File: config.mk
export PLATFORM = sky130hd
export DESIGN_NAME = fifo_stream_reader
export DESIGN_NICKNAME = d
export VERILOG_FILES = /design/src/rtl/fifo_stream_reader.sv
export SDC_FILE = /design/constraint.sdc
export NUM_CORES = 1
export LEC_CHECK = 0
export CAP_MARGIN = 20
export CORE_MARGIN = 5
export CORE_UTILIZATION = 45
export DETAILED_ROUTE_END_ITERATION = 16
export GPL_ROUTABILITY_DRIVEN = 0
export HOLD_SLACK_MARGIN = 0.05
export MAX_ROUTING_LAYER = met4
export PLACE_DENSITY = 0.79
export SLEW_MARGIN = 10
export SYNTH_ARGS = -nofsm -noshare
export SYNTH_HDL_FRONTEND = slang
export SYNTH_SLANG_ARGS = --single-unit
File: constraint.sdc
create_clock -name clock -period 2.4 [get_ports clock]
set_input_delay 0.48 -clock clock [delete_from_list [all_inputs] [get_ports clock]]
set_output_delay 0.48 -clock clock [all_outputs]
set_load 0.005 [all_outputs]
File: src/rtl/fifo_stream_reader.sv
// Read-side drain controller: issues FIFO reads, captures data one cycle later into a 2-entry buffer,
// presents it as a valid/ready stream (rd->m_valid 2 cycles, 1 word/cycle); optional counter under FIFO_READER_STATS_EN.
module fifo_stream_reader #(
    parameter int WIDTH = 8,
    parameter int CNT_W = 16
) (
    input  logic             clock,
    input  logic             reset_n,
    input  logic             drain_en,
    input  logic             fifo_empty,
    input  logic [WIDTH-1:0] fifo_data,
    output logic             fifo_rd,
    output logic             m_valid,
    input  logic             m_ready,
    output logic [WIDTH-1:0] m_data,
    output logic             idle,
    output logic [CNT_W-1:0] words_out
);

    typedef enum logic [1:0] {
        S_EMPTY = 2'd0,
        S_ONE   = 2'd1,
        S_TWO   = 2'd2
    } state_t;

    state_t           state_q, state_d;
    logic             inflight_q;
    logic [WIDTH-1:0] head_q, head_d;
    logic [WIDTH-1:0] tail_q, tail_d;
    logic [1:0]       occ;
    logic [2:0]       commit;
    logic             pop;

    // State register and buffer datapath.
    always_ff @(posedge clock or negedge reset_n) begin
        if (!reset_n) begin
            state_q    <= S_EMPTY;
            inflight_q <= 1'b0;
            head_q     <= '0;
            tail_q     <= '0;
        end else begin
            state_q    <= state_d;
            inflight_q <= fifo_rd && !fifo_empty;
            head_q     <= head_d;
            tail_q     <= tail_d;
        end
    end

    // Next state; a returning word always lands in a free slot because reads are
    // only issued while committed occupancy stays below two.
    always_comb begin
        state_d = state_q;
        head_d  = head_q;
        tail_d  = tail_q;
        case (state_q)
            S_EMPTY: begin
                if (inflight_q) begin
                    state_d = S_ONE;
                    head_d  = fifo_data;
                end
            end
            S_ONE: begin
                if (inflight_q && !pop) begin
                    state_d = S_TWO;
                    tail_d  = fifo_data;
                end else if (inflight_q && pop) begin
                    head_d  = fifo_data;
                end else if (pop) begin
                    state_d = S_EMPTY;
                end
            end
            S_TWO: begin
                if (pop) begin
                    state_d = S_ONE;
                    head_d  = tail_q;
                end
            end
            default: state_d = S_EMPTY;
        endcase
    end

    // Outputs.
    always_comb begin
        occ     = 2'd0;
        m_valid = 1'b0;
        idle    = 1'b0;
        case (state_q)
            S_ONE:   occ = 2'd1;
            S_TWO:   occ = 2'd2;
            default: occ = 2'd0;
        endcase
        m_valid = (occ != 2'd0);
        idle    = (occ == 2'd0) && !inflight_q;
    end

    assign m_data  = head_q;
    assign pop     = m_valid && m_ready;
    assign commit  = {1'b0, occ} + {2'b00, inflight_q} - {2'b00, pop};
    assign fifo_rd = reset_n && drain_en && !fifo_empty && (commit < 3'd2);

`ifdef FIFO_READER_STATS_EN
    logic [CNT_W-1:0] cnt_q, cnt_d;

    assign cnt_d = cnt_q + {{(CNT_W-1){1'b0}}, pop};

    always_ff @(posedge clock or negedge reset_n) begin
        if (!reset_n) cnt_q <= '0;
        else          cnt_q <= cnt_d;
    end

    assign words_out = cnt_q;
`else
    assign words_out = '0;
`endif

endmodule

==> impl_metrics.json <==
{
  "outcome": "complete, but fails checks",
  "violations": "negative setup slack",
  "synth_top_family_by_area": "multiplexers",
  "worstSetupStartpointType": "input port",
  "track_usage": 0.132,
  "rsz0062_at_grt": "yes",
  "start_util": 0.472,
  "muxShareOfSynthArea": 0.263,
  "path_max_fanout": 3,
  "ios": 40,
  "mostFrequentLayoutCells": "clkdlybuf4s50_1, dfrtp_1, mux2_2, conb_1, buf_4",
  "cts.path.max_buffers": 2,
  "synth_top_area_share": 0.403,
  "syn_inst": 97,
  "synth_seq_cells": 19,
  "synth_top_cell_by_area": "dfrtp_1",
  "period_share": 1.04,
  "areaGrowthSynthToFinish_pct": 30.1,
  "cp_num_buf_inv": 2,
  "io_buffers": 23,
  "peakVddDrop_v": 0.000683,
  "required_ns": 1.92,
  "final-instance-count-excl-fill": 162,
  "drc": 0,
  "seq_area_frac_synth": 0.403,
  "synth_area_sq_um": 1180,
  "worstHoldPathType": "reg2reg",
  "yosys.cell_types.count": 27,
  "clock_latency_ns": 0.28,
  "finalSetupViolCount": 1,
  "postLayoutSetupSlackWorst_ns": -0.0841,
  "hold_viol": 0,
  "cts_root_buf": "clkbuf_4",
  "num-fill-cells": 208,
  "slowest_delay_ns": 0.53,
  "crit_arrival_ns": 2.00,
  "dp_cells": 157,
  "cts_hold_repair.buffers": 0,
  "synth.avg_cell_area_sq_um": 12.2,
  "core_sq_um": 2500,
  "finalPower_mw": 1.83,
  "htree_levels": 1,
  "slew_viol_final": 0,
  "path_cells": "clkdlybuf4s50_1 > nand2_4 > and2_4 > o21a_1 > ha_2 > a2111oi_4 > buf_2",
  "antennaDiodeCount": 0,
  "avgViaCountPerCell": 4.93,
  "drt_iter0_markers": 25,
  "p_per_area_nw_per_um2": 1190,
  "power_leakage_nw": 0.710,
  "clkSinkCount": 19,
  "ff_latch_area_sq_um": 475,
  "cts_made_buffers": 3,
  "grt_first_pass_wirelength_microns": 3590,
  "first_global_vias": 864,
  "synth_compound_gate_area_share": 0.0847,
  "crit_slowest_cell": "clkdlybuf4s50_1",
  "die_w_microns": 61.2,
  "rows": 18,
  "overflow": 0,
  "cts.reportedPaths.clkPinSlew_ns": 0.09,
  "cap_violations": 0,
  "synthAdderAreaFrac": 0.0636,
  "min_period_ns": 2.48,
  "grt_max_degree": 20,
  "fmax_mhz": 403,
  "final_nets": 152,
  "layout_commonest_cell": "clkdlybuf4s50_1",
  "yosys-top-cells-area": "dfrtp_1, mux2_2, buf_4",
  "antenna_found_initial": 0,
  "hpwl_microns": 1720,
  "dr.pass1.iters": 4,
  "path_delay_family": "buffers and inverters",
  "layout-drive-gt1-share": 0.371,
  "multi_input_area_sq_um": 658,
  "die-area_sq_um": 3750,
  "endpoint_kind": "output pin",
  "wirelength_microns": 2210,
  "yosys.area_share.simple": 0.0424,
  "cts_tree": "done",
  "dp_slack_ns": -0.648,
  "clock_skew_ns": 0.00527,
  "yosysWarnings": 0,
  "num_vias": 799,
  "routedWlPerCell_microns": 13.6,
  "critical_path_class": "in2out",
  "synth_xor_area_frac": 0.00742,
  "die_y_microns": 61.2,
  "ant_nets": 0
}
## per-layer routing
layer | GRT usage | share of wire | wire, microns
met5 | - | 0 | 0
met4 | 0.0402 | 0.0036 | 8
met3 | 0.0252 | 0.067 | 148
met2 | 0.224 | 0.48 | 1070
met1 | 0.159 | 0.44 | 982
## registers in the layout, summed over array words and instances (netlist names)
name	flops
tail_q	8
inflight_q	1
m_data	8
state_q	2
## worst reg2reg max path: stages (launching register included)
cell and delay (ns):
dfrtp_1 0.41, inv_2 0.08, buf_4 0.11, ha_1 0.18, buf_4 0.25, and3b_1 0.21, a41oi_1 0.16, o22a_1 0.22
buf_12 0.15, mux2_4 0.30
## per-stage QoR
stage / utilization / instance area, sq um / TNS (ns) / hold slack [ns]
floorplan: - / 1260 / 0 / 0.184
global placement: 0.589 / 1470 / -0.612 / 0.483
detailed placement: 0.589 / 1470 / -0.648 / 0.491
CTS: 0.605 / 1510 / -0.146 / 0.517
global route: 0.615 / 1540 / -0.173 / 0.532
finish: 0.615 / 1540 / -0.0841 / 0.514
## area by class of cell
cell class,instances,area share
clock buffer,4,0.0171
inverter,3,0.00733
multi-input combinational,71,0.428
sequential,19,0.309
tap,30,0.0244
timing repair buffer,35,0.213
## power breakdown
part           switching (mW)  total (mW)  internal [mW]
clock                  0.0871       0.152         0.0645
sequential             0.0817       0.559          0.477
combinational           0.432        1.12          0.687
total                   0.601        1.83           1.23
## cells in the mapped netlist
master and instances:
a2111oi_0 2, inv_1 3, nand2_1 3, a41oi_1 1, o21a_1 1, a2bb2oi_1 1, o21ai_0 2, nor2_1 3
ha_1 6, dfrtp_1 19, o221ai_1 2, o22a_1 1, mux2_4 8, and3b_1 1, buf_6 2, o21bai_1 1
nand3_1 1, clkbuf_1 1, and2b_1 1, mux2i_1 1, buf_4 16, a21oi_2 1, and2_1 1, a21oi_1 1
mux2_2 16, conb_1 1, xor2_1 1
## cells by family after synthesis
group,after synthesis
fa+ha+maj,6
flops,19
mux,25
other cells,1
compound gates,13
buf+inv,22
simple gates,10
xor+xnor,1
## what timing repair did
| item | CTS | global route |
|---|---|---|
| setup endpoints to repair | 1 | 1 |
| buffers inserted | 0 | 1 |
| pin swaps | 3 | 2 |
| gates resized for setup | 8 | 5 |
## final timing paths
check / startpoint / to / slack (ns) / depth (start not counted)
max in group asynchronous: reset_n / m_data[5] / 1.62 / 2
setup reg to reg: state_q[0] / m_data[1] / 0.22 / 9
hold reg to reg: tail_q[5] / tail_q[5] / 0.51 / 1
hold / removal: tail_q[5] / tail_q[5] / 0.51 / 1
setup / recovery: m_ready / fifo_rd / -0.08 / 7
min in group asynchronous: reset_n / tail_q[0] / 0.58 / 2
Note: power is estimated with default switching activity, not from simulation.
